--- config.mk ---
export PLATFORM = sky130hd
export DESIGN_NAME = osc_freq_monitor_flat
export DESIGN_NICKNAME = d
export VERILOG_FILES = /design/src/rtl/osc_mon_pkg.sv /design/src/rtl/osc_mon_if.sv /design/src/rtl/osc_mon_edge_sync.sv /design/src/rtl/osc_freq_monitor.sv /design/src/flat_wrapper.sv
export SDC_FILE = /design/constraint.sdc
export NUM_CORES = 1
export LEC_CHECK = 0
export ABC_AREA = 1
export CELL_PAD_IN_SITES_DETAIL_PLACEMENT = 1
export CELL_PAD_IN_SITES_GLOBAL_PLACEMENT = 1
export CORE_MARGIN = 3
export CORE_UTILIZATION = 35
export CTS_CLUSTER_DIAMETER = 150
export DETAILED_ROUTE_END_ITERATION = 8
export PLACE_DENSITY_LB_ADDON = 0.05
export SLEW_MARGIN = 10
export SYNTH_ARGS = -nofsm -noshare
export SYNTH_HDL_FRONTEND = slang
export SYNTH_SLANG_ARGS = --single-unit
--- constraint.sdc ---
create_clock -name CLK -period 1.87 [get_ports CLK]
set_input_delay 0.374 -clock CLK [delete_from_list [all_inputs] [get_ports CLK]]
set_output_delay 0.374 -clock CLK [all_outputs]
set_load 0.1 [all_outputs]
--- src/rtl/osc_mon_pkg.sv ---
`default_nettype none
// ============================================================================
// Module   : osc_mon_pkg
// Brief    : Shared types and constants for the oscillator frequency monitor.
// Revision : 1.0 - initial release
// ============================================================================
package osc_mon_pkg;

    typedef enum logic [1:0] {
        ST_IDLE   = 2'd0,
        ST_GATE   = 2'd1,
        ST_REPORT = 2'd2
    } state_t;

    localparam int c_GATE_CYCLES_DFLT = 50000;
    localparam int c_GATE_W           = $clog2(c_GATE_CYCLES_DFLT);

    // Limits for a 1 MHz source over a 1 ms gate
    localparam int c_MIN_CNT_DFLT = 990;
    localparam int c_MAX_CNT_DFLT = 1010;

    function automatic int gate_cnt_w(input int cycles);
        return (cycles < 2) ? 1 : $clog2(cycles);
    endfunction

endpackage
`default_nettype wire

--- src/rtl/osc_mon_if.sv ---
`default_nettype none
// ============================================================================
// Module   : osc_mon_if
// Brief    : Control, limit and result bundle of the frequency monitor.
// Revision : 1.0 - initial release
// ============================================================================
interface osc_mon_if #(
    parameter int CNT_W = 16
) ();

    logic             MON_IN;
    logic             START;
    logic             ABORT;
    logic             CONTINUOUS;
    logic [CNT_W-1:0] MIN_CNT;
    logic [CNT_W-1:0] MAX_CNT;
    logic [CNT_W-1:0] COUNT;
    logic             VALID;
    logic             BUSY;
    logic             TOO_LOW;
    logic             TOO_HIGH;
    logic             SAT;
    logic             FAULT;

    modport master (
        output MON_IN, START, ABORT, CONTINUOUS, MIN_CNT, MAX_CNT,
        input  COUNT, VALID, BUSY, TOO_LOW, TOO_HIGH, SAT, FAULT
    );

    modport slave (
        input  MON_IN, START, ABORT, CONTINUOUS, MIN_CNT, MAX_CNT,
        output COUNT, VALID, BUSY, TOO_LOW, TOO_HIGH, SAT, FAULT
    );

endinterface
`default_nettype wire

--- src/rtl/osc_mon_edge_sync.sv ---
`default_nettype none
// ============================================================================
// Module   : osc_mon_edge_sync
// Brief    : Two-flop synchronizer plus delay flop; one-cycle rising-edge pulse.
// Revision : 1.0 - initial release
// ============================================================================
module osc_mon_edge_sync (
    input  logic clk,
    input  logic rst,
    input  logic i_async,
    output logic o_rise
);

    logic r_s1;
    logic r_s2;
    logic r_s3;

    always_ff @(posedge clk) begin
        if (rst) begin
            r_s1 <= 1'b0;
            r_s2 <= 1'b0;
            r_s3 <= 1'b0;
        end else begin
            r_s1 <= i_async;
            r_s2 <= r_s1;
            r_s3 <= r_s2;
        end
    end

    assign o_rise = r_s2 & ~r_s3;

endmodule
`default_nettype wire

--- src/rtl/osc_freq_monitor.sv ---
`default_nettype none
// ============================================================================
// Module   : osc_freq_monitor
// Brief    : Counts MON_IN rising edges over a fixed CLK gate window and
//            range-checks the result against programmable limits.
// Revision : 1.0 - initial release
// ============================================================================
module osc_freq_monitor
    import osc_mon_pkg::*;
#(
    parameter int GATE_CYCLES = c_GATE_CYCLES_DFLT,
    parameter int CNT_W       = 16
) (
    input  logic     CLK,
    input  logic     RESET,
    osc_mon_if.slave bus
);

    localparam int              c_GW        = gate_cnt_w(GATE_CYCLES);
    localparam logic [c_GW-1:0] c_GATE_LAST = c_GW'(GATE_CYCLES - 1);
    localparam logic [CNT_W-1:0] c_CNT_MAX  = '1;

    state_t           r_state;
    state_t           w_next;
    logic             w_report;
    logic             w_rise;
    logic             w_too_low;
    logic             w_too_high;
    logic [c_GW-1:0]  r_gate_cnt;
    logic [CNT_W-1:0] r_edge_cnt;
    logic             r_sat;
    logic [CNT_W-1:0] r_count;
    logic             r_valid;
    logic             r_busy;
    logic             r_too_low;
    logic             r_too_high;
    logic             r_sat_out;
    logic             r_fault;

    osc_mon_edge_sync u_edge_sync (
        .clk     (CLK),
        .rst     (RESET),
        .i_async (bus.MON_IN),
        .o_rise  (w_rise)
    );

    always_ff @(posedge CLK) begin
        if (RESET) r_state <= ST_IDLE;
        else       r_state <= w_next;
    end

    // ABORT overrides every transition, including the REPORT commit
    always_comb begin
        w_next   = r_state;
        w_report = 1'b0;
        if (bus.ABORT) begin
            w_next = ST_IDLE;
        end else begin
            case (r_state)
                ST_IDLE:   if (bus.START) w_next = ST_GATE;
                ST_GATE:   if (r_gate_cnt == c_GATE_LAST) w_next = ST_REPORT;
                ST_REPORT: begin
                    w_report = 1'b1;
                    w_next   = bus.CONTINUOUS ? ST_GATE : ST_IDLE;
                end
                default:   w_next = ST_IDLE;
            endcase
        end
    end

    // Counters hold their final value through REPORT and clear outside GATE,
    // so an edge seen in the REPORT cycle is never counted.
    always_ff @(posedge CLK) begin
        if (RESET || (r_state != ST_GATE)) begin
            r_gate_cnt <= '0;
            r_edge_cnt <= '0;
            r_sat      <= 1'b0;
        end else begin
            r_gate_cnt <= r_gate_cnt + c_GW'(1);
            if (w_rise) begin
                if (r_edge_cnt == c_CNT_MAX) r_sat      <= 1'b1;
                else                         r_edge_cnt <= r_edge_cnt + CNT_W'(1);
            end
        end
    end

    assign w_too_low  = (r_edge_cnt < bus.MIN_CNT);
    assign w_too_high = (r_edge_cnt > bus.MAX_CNT) || r_sat;

    // VALID is registered alongside COUNT so it marks the cycle the new result appears
    always_ff @(posedge CLK) begin
        if (RESET) begin
            r_count    <= '0;
            r_valid    <= 1'b0;
            r_busy     <= 1'b0;
            r_too_low  <= 1'b0;
            r_too_high <= 1'b0;
            r_sat_out  <= 1'b0;
            r_fault    <= 1'b0;
        end else begin
            r_valid <= w_report;
            r_busy  <= (w_next != ST_IDLE);
            if (w_report) begin
                r_count    <= r_edge_cnt;
                r_sat_out  <= r_sat;
                r_too_low  <= w_too_low;
                r_too_high <= w_too_high;
                r_fault    <= w_too_low | w_too_high;
            end
        end
    end

    assign bus.COUNT    = r_count;
    assign bus.VALID    = r_valid;
    assign bus.BUSY     = r_busy;
    assign bus.TOO_LOW  = r_too_low;
    assign bus.TOO_HIGH = r_too_high;
    assign bus.SAT      = r_sat_out;
    assign bus.FAULT    = r_fault;

endmodule
`default_nettype wire

--- src/flat_wrapper.sv ---
// flat-port wrapper written by rule: the top's interface ports become plain ports
module osc_freq_monitor_flat import osc_mon_pkg::*;
#(
    parameter int GATE_CYCLES = c_GATE_CYCLES_DFLT,
    parameter int CNT_W       = 16
)
  (CLK, RESET, bus_MON_IN, bus_START, bus_ABORT, bus_CONTINUOUS, bus_MIN_CNT, bus_MAX_CNT, bus_COUNT, bus_VALID, bus_BUSY, bus_TOO_LOW, bus_TOO_HIGH, bus_SAT, bus_FAULT);
  osc_mon_if #(.CNT_W(CNT_W)) bus_i ();
  input  logic CLK;
  input  logic RESET;
  input wire logic [$bits(bus_i.MON_IN)-1:0] bus_MON_IN;
  input wire logic [$bits(bus_i.START)-1:0] bus_START;
  input wire logic [$bits(bus_i.ABORT)-1:0] bus_ABORT;
  input wire logic [$bits(bus_i.CONTINUOUS)-1:0] bus_CONTINUOUS;
  input wire logic [$bits(bus_i.MIN_CNT)-1:0] bus_MIN_CNT;
  input wire logic [$bits(bus_i.MAX_CNT)-1:0] bus_MAX_CNT;
  output wire logic [$bits(bus_i.COUNT)-1:0] bus_COUNT;
  output wire logic [$bits(bus_i.VALID)-1:0] bus_VALID;
  output wire logic [$bits(bus_i.BUSY)-1:0] bus_BUSY;
  output wire logic [$bits(bus_i.TOO_LOW)-1:0] bus_TOO_LOW;
  output wire logic [$bits(bus_i.TOO_HIGH)-1:0] bus_TOO_HIGH;
  output wire logic [$bits(bus_i.SAT)-1:0] bus_SAT;
  output wire logic [$bits(bus_i.FAULT)-1:0] bus_FAULT;
  assign bus_i.MON_IN = bus_MON_IN;
  assign bus_i.START = bus_START;
  assign bus_i.ABORT = bus_ABORT;
  assign bus_i.CONTINUOUS = bus_CONTINUOUS;
  assign bus_i.MIN_CNT = bus_MIN_CNT;
  assign bus_i.MAX_CNT = bus_MAX_CNT;
  assign bus_COUNT = bus_i.COUNT;
  assign bus_VALID = bus_i.VALID;
  assign bus_BUSY = bus_i.BUSY;
  assign bus_TOO_LOW = bus_i.TOO_LOW;
  assign bus_TOO_HIGH = bus_i.TOO_HIGH;
  assign bus_SAT = bus_i.SAT;
  assign bus_FAULT = bus_i.FAULT;
  osc_freq_monitor #(.GATE_CYCLES(GATE_CYCLES), .CNT_W(CNT_W)) u_core (.CLK(CLK), .RESET(RESET), .bus(bus_i));
endmodule
==> parameters.txt, run 1 <==
Parameter                              Value

Setup path
  Endpoint of the lowest-slack register-to-register path ... u_core.r_edge_cnt[3]
  Number of cells traversed by the worst register-to-register path ... 10
  Startpoint class of the critical path ... register
  Crit path launch ... u_core.r_edge_cnt[0]
  Data arrival, critical path ... 2.05 ns
  Largest driver fanout on the critical path ... 9
  Element type at the critical path end ... register
  Reg2Reg Setup Slack ... 0.10 ns
  Critical setup path kind ... reg2reg
  Data required time at the worst endpoint ... 2.15 ns
  RR Startpoint ... u_core.r_edge_cnt[0]

Pwr
  Portion of total power attributed to combinational logic ... 7.9%
  Clock network fraction of design power ... 42.9%
  Worst vdd ir ... 366 uV
  Flop pwr share ... 49.2%
  Power Density ... 562 mW/mm2
  Net switching share of the total power ... 23.4%
  Internal Dissipation ... 2.00 mW
  Total design power ... 2.61 mW
  Leakage component of the power ... 2.10 nW
  Reported net switching power ... 611 uW

Hold path
  Depth of the worst hold-timing path ... 2
  Hold-critical path endpoint ... u_core.u_edge_sync.r_s2
  Hold Path Class ... reg2reg
  Hold wc startpoint ... u_core.u_edge_sync.r_s1

Placement
  Number of instances in the placed design ... 675
  DP Wirelength ... 7750 um
  Final GP Congestion ... 0.811
  Port-buffer cells ... 59

Final layout
  Post-Route Utilization ... 50.4%
  Layout cells sized above 1 ... 14.2%
  Post-layout nets ... 629
  Layout overhead on the synthesized area ... 39.3%
  Number of cells in the finished layout apart from fillers ... 692
  Antenna diode count ... 0
  Filler cell count in the final layout ... 1150

Synthesis
  Unique masters post-synth ... 31
  Parity-gate share of the synthesized area counting xor and xnor cells ... 1.84%
  Most frequently used flop master after synthesis ... sky130_fd_sc_hd__dfxtp_1
  Main combinational cell family by area after synthesis ... simple AND/OR/NAND/NOR gates
  Share of the synthesized area in the top cell type ... 36.0%
  Seq/Total Area, Yosys ... 36.0%
  Post-Synth Simple-Gate Area ... 24.7%
  Count leader, synth ... sky130_fd_sc_hd__inv_1
  Average cell area after synthesis ... 7.03 um2
  Leading post-synthesis cells by instance count ... 87 x sky130_fd_sc_hd__inv_1, 83 x sky130_fd_sc_hd__nand2_1, 60 x sky130_fd_sc_hd__dfxtp_1, 50 x sky130_fd_sc_hd__nor2_1, 49 x sky130_fd_sc_hd__a21oi_1
  Post-synth top area cell ... sky130_fd_sc_hd__dfxtp_1
  Fraction of registers with async set or reset after synthesis ... 0%
  Post-synthesis share of cell area spent on full adders, half adders and majority gates ... 12.4%
  Cell count after synthesis ... 475
  Nets in the synthesized netlist ... 546
  Area of the mapped netlist ... 0.00334 mm2
  Number of flops mapped to enable cells by yosys ... 0
  Dominant cells by area after synthesis ... sky130_fd_sc_hd__dfxtp_1 36%, sky130_fd_sc_hd__ha_1 12%, sky130_fd_sc_hd__inv_1 9.8%, sky130_fd_sc_hd__nand2_1 9.3%, sky130_fd_sc_hd__a21oi_1 7.3%
  Fraction of the mapped netlist area in compound gates ... 13.6%
  Mux cell area share after synthesis ... 0%
  Yosys warnings ... 0
  Register bit total from synthesis ... 60

Route
  Remaining routing DRC violations ... 0
  First-pass detailed-route iteration total ... 4
  Routed wire per std cell ... 14.3 um
  Vias per Instance ... 4.84
  Number of design-rule violations left by the first detailed-router iteration ... 85
  Final WL ... 9870 um
  Vias ... 3346
  Post-detailed-route count of antenna-violating nets ... 0

CTS
  Worst-Skew Late Latency ... 0.35 ns
  CTS H-tree lvls ... 3
  Clock slew seen by the registers of the worst setup and hold paths ... 0.07 ns
  Largest buffer count on any clock path ... 2
  Count of clock tree sinks ... 60
  TritonCTS buffer count ... 9
  Clock tree from TritonCTS ... yes
  Hold buffer count at CTS ... 0
  Master cell of the clock root buffer ... sky130_fd_sc_hd__clkbuf_8

Job
  Max cap viols ... 0

STA
  Total Neg Setup Slack ... 0 ns
  Final clock skew ... 0.0101 ns
  Tightest slew margin relative to the limit ... 54.8%
  Tightest Pin Transition ... 0.678 ns
  Post-route minimum period ... 1.77 ns
  # setup viols final ... 0
  Maximum clock rate ... 0.565 GHz
  Total count of hold-check failures in the final report ... 0
  Number of slew-limit violations in the final report ... 0
  Final period util ... 94.6%

Global routing
  Met2 track demand over resource in global routing ... 33.5%
  GRT met1 Usage ... 24.9%
  Number of global-route vias before repair ... 3563
  Global Route Usage Sum ... 19.7%
  Residual overflow from global routing ... 0
  Pin count of the biggest net entering global routing ... 19
  Met3 Track Usage GR ... 3.24%
  GR peak layer ... met2
  Initial antenna violation count ... 0
  Global-route wire length before repair ... 17300 um

Floorplan
  Die width ... 104 um
  Floorplan Core Area ... 0.00924 mm2
  Number of ports placed on the die boundary ... 60
  Die Span Y ... 104 um
  Effective utilization at floorplan ... 36.2%
  Total Die Area ... 0.0108 mm2
  FP Rows ... 35

Outcome
  Outcome ... completed
==> per-stage QoR <==
| step | hold WS [ns] | setup WS, ns | area [um2] |
|---|---|---|---|
| after floorplan | 0.388 | 0.333 | 3340 |
| after global placement | 0.409 | -0.328 | 4420 |
| after detailed placement | 0.405 | -0.337 | 4420 |
| after CTS | 0.413 | 0.0281 | 4600 |
| after global routing | 0.425 | -0.0131 | 4650 |
| final | 0.411 | 0.101 | 4650 |
==> timing repair <==
item,4_1_cts,5_1_grt
gates resized for setup,0,15
setup buffers,0,1
setup endpoints to repair,0,10
==> worst max-delay path: stages, from the launching register on <==
cell	delay [ns]
sky130_fd_sc_hd__dfxtp_2	0.35
sky130_fd_sc_hd__ha_1	0.20
sky130_fd_sc_hd__nand3_2	0.14
sky130_fd_sc_hd__nor3_4	0.24
sky130_fd_sc_hd__nand3_2	0.14
sky130_fd_sc_hd__nand2_4	0.12
sky130_fd_sc_hd__inv_2	0.09
sky130_fd_sc_hd__buf_4	0.16
sky130_fd_sc_hd__nand2_4	0.06
sky130_fd_sc_hd__o21ai_2	0.06
sky130_fd_sc_hd__a21oi_2	0.15
==> layout by cell type, fill, tap and decap left out, types with 4 or more instances in the layout <==
cell type,synthesis,final
sky130_fd_sc_hd__inv_1,87,87
sky130_fd_sc_hd__clkdlybuf4s50_1,0,37
sky130_fd_sc_hd__nor3_1,20,17
sky130_fd_sc_hd__nand3_1,22,20
sky130_fd_sc_hd__o21ai_1,0,4
sky130_fd_sc_hd__o21ai_0,32,28
sky130_fd_sc_hd__dfxtp_1,60,59
sky130_fd_sc_hd__buf_12,0,21
sky130_fd_sc_hd__clkbuf_8,0,9
sky130_fd_sc_hd__xor2_1,5,5
sky130_fd_sc_hd__ha_1,33,33
sky130_fd_sc_hd__buf_4,1,24
sky130_fd_sc_hd__nand2_1,83,82
sky130_fd_sc_hd__nor2_1,50,49
sky130_fd_sc_hd__nor3_2,1,4
sky130_fd_sc_hd__nand3_2,2,4
sky130_fd_sc_hd__a21oi_1,49,48
==> power groups by stage <==
stage	Sequential (mW)	Combinational, mW	Clock, mW
floorplan	1.32	0.0811	0
global placement	1.31	0.198	0
detailed placement	1.31	0.205	0
CTS	1.29	0.207	1.15
global route	1.29	0.233	1.20
finish	1.29	0.205	1.12
==> layer usage <==
metal,part of all wire (%),up-vias
li1,-,1686
met1,47,1584
met2,47,62
met3,3.5,14
met4,2.4,0
met5,0,-
==> cell families after synthesis <==
logic type               Yosys count
AO/OA/AOI/OAI                     87
adder cells (fa/ha/maj)           33
buffers and inverters             99
XOR/XNOR                           7
flip-flops                        60
AND/OR/NAND/NOR                  189
==> cell type report <==
class | instances | area (um2) | area share (%)
multi-input combinational | 316 | 1800 | 38.7
sequential | 60 | 1200 | 25.8
timing repair buffer | 82 | 971 | 20.9
inverter | 89 | 334 | 7.18
tap | 129 | 161 | 3.47
clock buffer | 11 | 131 | 2.82
clock inverter | 5 | 52.6 | 1.13
==> sequential cells by signal, indices dropped and copies added, names as in the netlist <==
name	flops
u_core.bus.VALID	1
u_core.u_edge_sync.r_s2	1
u_core.r_state	2
u_core.r_gate_cnt	16
u_core.bus.BUSY	1
u_core.bus.COUNT	16
u_core.bus.FAULT	1
u_core.bus.TOO_HIGH	1
u_core.r_edge_cnt	16
u_core.u_edge_sync.r_s3	1
u_core.bus.SAT	1
u_core.r_sat	1
u_core.u_edge_sync.r_s1	1
u_core.bus.TOO_LOW	1
==> worst max path at each step <==
stage | endpoint | depth (start not counted)
2_1_floorplan | u_core.r_edge_cnt[12] | 11
3_3_place_gp | u_core.bus.FAULT | 11
3_5_place_dp | u_core.bus.FAULT | 12
4_1_cts | u_core.bus.TOO_HIGH | 12
5_1_grt | u_core.r_edge_cnt[3] | 10
6_report | u_core.r_edge_cnt[3] | 10
Power figures use the tool's default switching activity.
==> run 2, diff against run 1 <==
==> constraint.sdc (replaced) <==
create_clock -name CLK -period 1.7 [get_ports CLK]
set_input_delay 0.34 -clock CLK [delete_from_list [all_inputs] [get_ports CLK]]
set_output_delay 0.34 -clock CLK [all_outputs]
set_load 0.1 [all_outputs]
==> run 2 against run 1 <==
Effect of this change: sequential cell count is the same; register-to-register slack about the same; sequential power rose by 9%; critical path depth is 1 higher; final cell count increased by 2.7%; hold slack better by 0.0032 ns; critical path type is now in2reg; critical endpoint is now u_core.bus.TOO_HIGH.
==> parameters.txt, run 2 (synthesis results as in run 1) <==
Parameter                              Value

CTS
  CTS H-tree lvls ... 3 (unchanged)
  TritonCTS buffer count ... 9 (unchanged)
  Clock slew seen by the registers of the worst setup and hold paths ... 0.07 ns (about the same)
  Clock tree from TritonCTS ... yes (unchanged)
  Master cell of the clock root buffer ... sky130_fd_sc_hd__clkbuf_8 (unchanged)
  Worst-Skew Late Latency ... 0.35 ns (about the same)
  Largest buffer count on any clock path ... 2 (unchanged)
  Count of clock tree sinks ... 60 (unchanged)

Route
  Routed wire per std cell ... 15.2 um (was 14.3 um)
  First-pass detailed-route iteration total ... 4 (unchanged)
  Remaining routing DRC violations ... 0 (unchanged)
  Vias per Instance ... 4.83 (was 4.84)
  Final WL ... 10800 um (was 9870 um)
  Vias ... 3433 (was 3346)
  Number of design-rule violations left by the first detailed-router iteration ... 76 (was 85)
  Post-detailed-route count of antenna-violating nets ... 0 (unchanged)

Floorplan
  Die Span Y ... 104 um (unchanged)
  Total Die Area ... 0.0108 mm2 (unchanged)
  FP Rows ... 35 (unchanged)
  Number of ports placed on the die boundary ... 60 (unchanged)
  Floorplan Core Area ... 0.00924 mm2 (unchanged)
  Die width ... 104 um (unchanged)
  Effective utilization at floorplan ... 36.2% (unchanged)

Hold path
  Depth of the worst hold-timing path ... 2 (unchanged)
  Hold wc startpoint ... u_core.u_edge_sync.r_s1 (unchanged)
  Hold-critical path endpoint ... u_core.u_edge_sync.r_s2 (unchanged)
  Hold Path Class ... reg2reg (unchanged)

Setup path
  Startpoint class of the critical path ... primary input (was register)
  Data required time at the worst endpoint ... 1.94 ns (was 2.15 ns)
  Element type at the critical path end ... register (unchanged)
  Endpoint of the lowest-slack register-to-register path ... u_core.r_gate_cnt[14] (was u_core.r_edge_cnt[3])
  Data arrival, critical path ... 1.89 ns (was 2.05 ns)
  Number of cells traversed by the worst register-to-register path ... 11 (was 10)
  Largest driver fanout on the critical path ... 3 (was 9)
  Reg2Reg Setup Slack ... 0.09 ns (was 0.10 ns)
  Critical setup path kind ... in2reg (was reg2reg)
  RR Startpoint ... u_core.r_gate_cnt[1] (was u_core.r_edge_cnt[0])

Global routing
  Initial antenna violation count ... 0 (unchanged)
  Pin count of the biggest net entering global routing ... 19 (unchanged)
  Residual overflow from global routing ... 0 (unchanged)
  Global-route wire length before repair ... 17400 um (was 17300 um)
  Number of global-route vias before repair ... 3639 (was 3563)
  Global Route Usage Sum ... 19.8% (was 19.7%)

Final layout
  Area of all placed cells without fillers ... 0.00514 mm2 (was 0.00465 mm2)
  Post-Route Utilization ... 55.7% (was 50.4%)
  Most frequent cells in the layout ... 77 x sky130_fd_sc_hd__inv_1, 71 x sky130_fd_sc_hd__nand2_1, 48 x sky130_fd_sc_hd__dfxtp_1 (was 87 x sky130_fd_sc_hd__inv_1, 82 x sky130_fd_sc_hd__nand2_1, 59 x sky130_fd_sc_hd__dfxtp_1)
  Layout overhead on the synthesized area ... 53.9% (was 39.3%)
  Commonest non-fill, non-tap cell in the layout ... sky130_fd_sc_hd__inv_1 (unchanged)
  Antenna diode count ... 0 (unchanged)
  Layout cells sized above 1 ... 28.7% (was 14.2%)
  Post-layout nets ... 648 (was 629)

Pwr
  Leakage component of the power ... 2.25 nW (was 2.10 nW)
  Worst vdd ir ... 380 uV (was 366 uV)
  Power Density ... 576 mW/mm2 (was 562 mW/mm2)

Placement
  Final GP Congestion ... 0.827 (was 0.811)
  DP Wirelength ... 7890 um (was 7750 um)
  Port-buffer cells ... 59 (unchanged)
  Standard cell area after detailed placement ... 0.00454 mm2 (was 0.00442 mm2)

STA
  Hold Slack ... 0.414 ns (was 0.411 ns)
  # setup viols final ... 0 (unchanged)
  Tightest slew margin relative to the limit ... 77.5% (was 54.8%)
  Post-route minimum period ... 1.65 ns
  Total count of hold-check failures in the final report ... 0 (unchanged)
  Maximum clock rate ... 0.605 GHz
  Number of slew-limit violations in the final report ... 0 (unchanged)
  RSZ-0062 raised after global routing ... true
  Final period util ... 97.2%
  Total Neg Setup Slack ... 0 ns (unchanged)
  Final clock skew ... 0.0108 ns (was 0.0101 ns)
  Tightest Pin Transition ... 0.334 ns (was 0.678 ns)

Outcome
  Outcome ... completed (unchanged)

Job
  Max cap viols ... 0 (unchanged)
-- run 2: cell count changes in the layout (fill, tap and decap cells not counted), moves of 7 or more --
cell / previous run / this run
sky130_fd_sc_hd__ha_1: 33 / 19
sky130_fd_sc_hd__nor2_1: 49 / 42
sky130_fd_sc_hd__inv_1: 87 / 77
sky130_fd_sc_hd__dfxtp_1: 59 / 48
sky130_fd_sc_hd__buf_4: 24 / 41
sky130_fd_sc_hd__inv_2: 1 / 10
sky130_fd_sc_hd__nor2_2: 0 / 7
sky130_fd_sc_hd__nand2_1: 82 / 71
sky130_fd_sc_hd__ha_4: 0 / 14
sky130_fd_sc_hd__nand2_2: 2 / 12
sky130_fd_sc_hd__dfxtp_2: 1 / 11
-- run 2: where the power goes --
| part | switching [mW] | internal (mW) | total (mW) |
|---|---|---|---|
| sequential | 0.00415 | 1.41 | 1.41 |
| clock | 0.615 | 0.668 | 1.28 |
| combinational | 0.124 | 0.140 | 0.264 |
-- run 2: repair_timing --
item / in CTS / in global routing
buffers inserted: 0 / 5
pin swaps: 1 / 31
hold buffers: 0 / 0
endpoints found under the setup margin: 4 / 25
gates resized for setup: 13 / 82
-- run 2: metrics by stage --
stage | instances | setup WS [ns] | power (mW)
final | 711 | 0.0477 | 2.96
after global routing | 711 | -0.0847 | 3.08
after CTS | 706 | 0.00825 | 2.96
after detailed placement | 690 | -0.488 | 1.68
after global placement | 690 | -0.461 | 1.67
after floorplan | 475 | 0.163 | 1.54
-- run 2: how the worst max path moves through the flow --
| stage | endpoint | from | depth (start not counted) | slack, ns |
|---|---|---|---|---|
| after detailed placement | u_core.bus.FAULT | bus_MAX_CNT[15] | 11 | -0.49 |
| after CTS | u_core.bus.TOO_HIGH | bus_MAX_CNT[13] | 12 | 0.008 |
| final | u_core.bus.TOO_HIGH | bus_MAX_CNT[11] | 11 | 0.05 |
| after global routing | u_core.bus.FAULT | bus_MIN_CNT[15] | 12 | -0.08 |
| after global placement | u_core.bus.FAULT | bus_MAX_CNT[15] | 11 | -0.46 |
| after floorplan | u_core.r_edge_cnt[12] | u_core.r_edge_cnt[1] | 11 | 0.16 |
-- run 2: critical path: stages --
cell,delay [ns]
sky130_fd_sc_hd__clkdlybuf4s50_1,0.47
sky130_fd_sc_hd__inv_1,0.07
sky130_fd_sc_hd__ha_4,0.24
sky130_fd_sc_hd__a21oi_2,0.13
sky130_fd_sc_hd__nand2_1,0.07
sky130_fd_sc_hd__a21oi_2,0.19
sky130_fd_sc_hd__nand2_1,0.07
sky130_fd_sc_hd__nand2_1,0.09
sky130_fd_sc_hd__nand3_1,0.08
sky130_fd_sc_hd__nand2_1,0.08
sky130_fd_sc_hd__inv_1,0.05
-- run 2: final cells by class --
type,count,area (um2)
Tap cell,129,161
Inverter,89,337
Fill cell,1111,4100
Clock buffer,9,124
Clock inverter,7,67.6
Sequential cell,60,1220
Multi-Input combinational cell,316,2090
Timing Repair Buffer,101,1140
-- run 2: per-layer routing --
layer | routed length [um] | global-route usage [%]
met2 | 5380 | 34.3
met4 | 171 | 6.46
met3 | 416 | 3.18
met1 | 4850 | 25.2
met5 | 0 | 0
==> run 3, diff against run 2 <==
--- a/config.mk
+++ b/config.mk
@@ -10,6 +10,7 @@
 export CELL_PAD_IN_SITES_GLOBAL_PLACEMENT = 1
 export CORE_MARGIN = 3
 export CORE_UTILIZATION = 35
+export CTS_BUF_LIST = sky130_fd_sc_hd__clkbuf_8
 export CTS_CLUSTER_DIAMETER = 150
 export DETAILED_ROUTE_END_ITERATION = 8
 export PLACE_DENSITY_LB_ADDON = 0.05
==> results of run 3 <==
Final layout, timing and power as in run 2 (identical DEF).
==> RTL change, RTL diff (flow settings as in run 1) <==
Change the package constant `c_GATE_CYCLES_DFLT` from 50000 to 25000.
--- a/src/rtl/osc_mon_pkg.sv
+++ b/src/rtl/osc_mon_pkg.sv
@@ -12,7 +12,7 @@
         ST_REPORT = 2'd2
     } state_t;
 
-    localparam int c_GATE_CYCLES_DFLT = 50000;
+    localparam int c_GATE_CYCLES_DFLT = 25000;
     localparam int c_GATE_W           = $clog2(c_GATE_CYCLES_DFLT);
 
     // Limits for a 1 MHz source over a 1 ms gate
Behaviour: same outputs for any inputs over 10 cycles, from zero or initial values and one cycle with RESET high; that may be too few to reach the edited logic, so the function may still have changed.
==> RTL change against run 1 <==
- design area decreased by 0.75%
- sequential share of layout area down 0.24 points
- clock skew barely moved
- area after synthesis is 0.49% higher
- via count fell by 2.2%
- sequential cell count down 1
- routed wire length fell by 4.2%
- worst setup slack gained 26 ps
- power is 3.8% higher
- critical endpoint is now u_core.bus.FAULT$_SDFFE_PP0P_
- largest cell class unchanged
==> RTL change: results (changes against run 1) <==
Power
  • Switching portion of total power: 0.2220 (-0.01168)
  • Worst IR drop on VDD: 302.7 uV (-17%)
  • Power in sequential cells: 1260 uW
  • NetSw: 602.2 uW (-1.4%)
  • Leak Pwr: 0.002118 uW (+0.63%)
  • P_clk: 1250 uW (+12%)

Global route
  • Overall global routing resource usage: 0.1832 (-0.01333)
  • Largest net degree at the start of global routing: 26 (+7)
  • Antenna violations before repair: 0 (unchanged)
  • Grt met2 use: 0.3445 (+0.009896)
  • Grt met1 use: 0.2100 (-0.03870)
  • Grt met3 use: 0.03290 (+0.0005001)
  • Vias in the first global route: 3,403 (-4.5%)
  • First-pass GRT wire length: 16,170 um (-6.3%)

Synth
  • Area contributors post-synth: dfxtp_1, ha_1, nand2_1, inv_1, nor2_1
  • Syn Inst Count: 473 (-0.42%)
  • Synth Area in Compound Gates: 0.1219 (-0.01408)
  • Fraction of registers with async set/reset: 0 (unchanged)
  • Sequential fraction of the synthesis area: 0.3518 (-0.007706)
  • Yosys cell types: 32 (+3.2%)
  • Synth top cells by count: nand2_1, inv_1, dfxtp_1, nor2_1, a21oi_1
  • Mapped Nets: 544 (-0.37%)
  • Post-Synth XOR/XNOR Area: 0.02087 (+0.002520)
  • Adder-cell share of the synthesized area: 0.1230 (-0.0005989)

Worst setup path
  • Worst path max stage delay: 480 ps (+130 ps)
  • Slowest-stage cell, CP: clkdlybuf4s50_1
  • CP max FO: 2 (-7)
  • CP arrival: 2010 ps (-40 ps)

Timing
  • Final count of hold timing violations: 0 (unchanged)
  • Clock Skew: 10.23 ps (+0.09350 ps)
  • Slew @ Worst Pin: 480.3 ps (-197.4 ps)

Clocking
  • CTS buffer count: 9 (unchanged)
  • Clk slew on worst S/H paths: 70 ps (about the same)
  • Post-CTS setup buffer count: 0 (unchanged)
  • Post-CTS resize count: 0 (unchanged)
  • Skew-Pair Late Insertion Delay: 330 ps (-20 ps)
  • Root Driver: clkbuf_8

Drt
  • Vias: 3,274 (-2.2%)
  • Routed length per instance: 13.87 um (-2.7%)
  • Initial drt markers: 80 (-5.9%)
  • Drt pass-1 iters: 5 (+1)

Outcome
  • Status: finished, final reports clean

Placed design
  • DP Cell Count: 665 (-1.5%)
  • Port bufs: 59 (unchanged)
  • Area after DPL: 4348 um2 (-1.6%)
  • Final HPWL DP: 7412 um (-4.3%)
  • Routability congestion estimate: 0.8138 (+0.36%)

Cells and area
  • Fill cells: 1,174 (+2.1%)
  • Layout cells sized above 1: 0.1483 (+0.006186)
  • Ant diodes: 0 (unchanged)
  • Nets: 619 (-1.6%)
  • Final std cells w/o fill: 682 (-1.4%)
-- RTL change: cell count changes in the layout (fill, tap and decap cells not counted), moves of 3 or more --
cell | before | now
a31oi_1 | 0 | 3
a21oi_1 | 48 | 38
nor3_1 | 17 | 8
inv_1 | 87 | 82
nand4_1 | 3 | 6
o21ai_0 | 28 | 32
o21ai_1 | 4 | 0
buf_4 | 24 | 18
nand3_1 | 20 | 17
nand2_2 | 2 | 7
nor2_1 | 49 | 56
-- RTL change: area by class of cell --
class	instances	area [um2]	area share
well taps	129	161.4	0.03494
clock inverters	6	80.08	0.01733
multi-input cells	319	1844	0.3992
flip-flops and latches	59	1182	0.2560
inverters	84	317.8	0.06880
repair buffers	75	905.9	0.1961
clock buffers	10	127.6	0.02763
-- RTL change: worst paths after layout --
path,start,end,slack (ps),cells after the start
max,bus_MAX_CNT[13],u_core.bus.FAULT$_SDFFE_PP0P_,130,13
max reg2reg,u_core.r_edge_cnt[12]$_SDFFE_PP0P_,u_core.bus.FAULT$_SDFFE_PP0P_,180,11
min reg2reg,u_core.u_edge_sync.r_s1$_SDFF_PP0_,u_core.u_edge_sync.r_s2$_SDFF_PP0_,430,2
min,u_core.u_edge_sync.r_s1$_SDFF_PP0_,u_core.u_edge_sync.r_s2$_SDFF_PP0_,430,2
-- RTL change: through the flow --
| step | worst slack [ps] | TNS [ps] |
|---|---|---|
| 6_report | 126.7 | 0 |
| 5_1_grt | -3.737 | -3.737 |
| 4_1_cts | 62.25 | 0 |
| 3_5_place_dp | -280.1 | -589.9 |
| 3_3_place_gp | -191.1 | -428.8 |
| 2_1_floorplan | 317.8 | 0 |
-- RTL change: layer usage --
metal,wire length (um),vias to the layer above
met3,299,5
met5,0,-
li1,-,1670
met1,3968,1563
met2,5140,36
met4,51,0
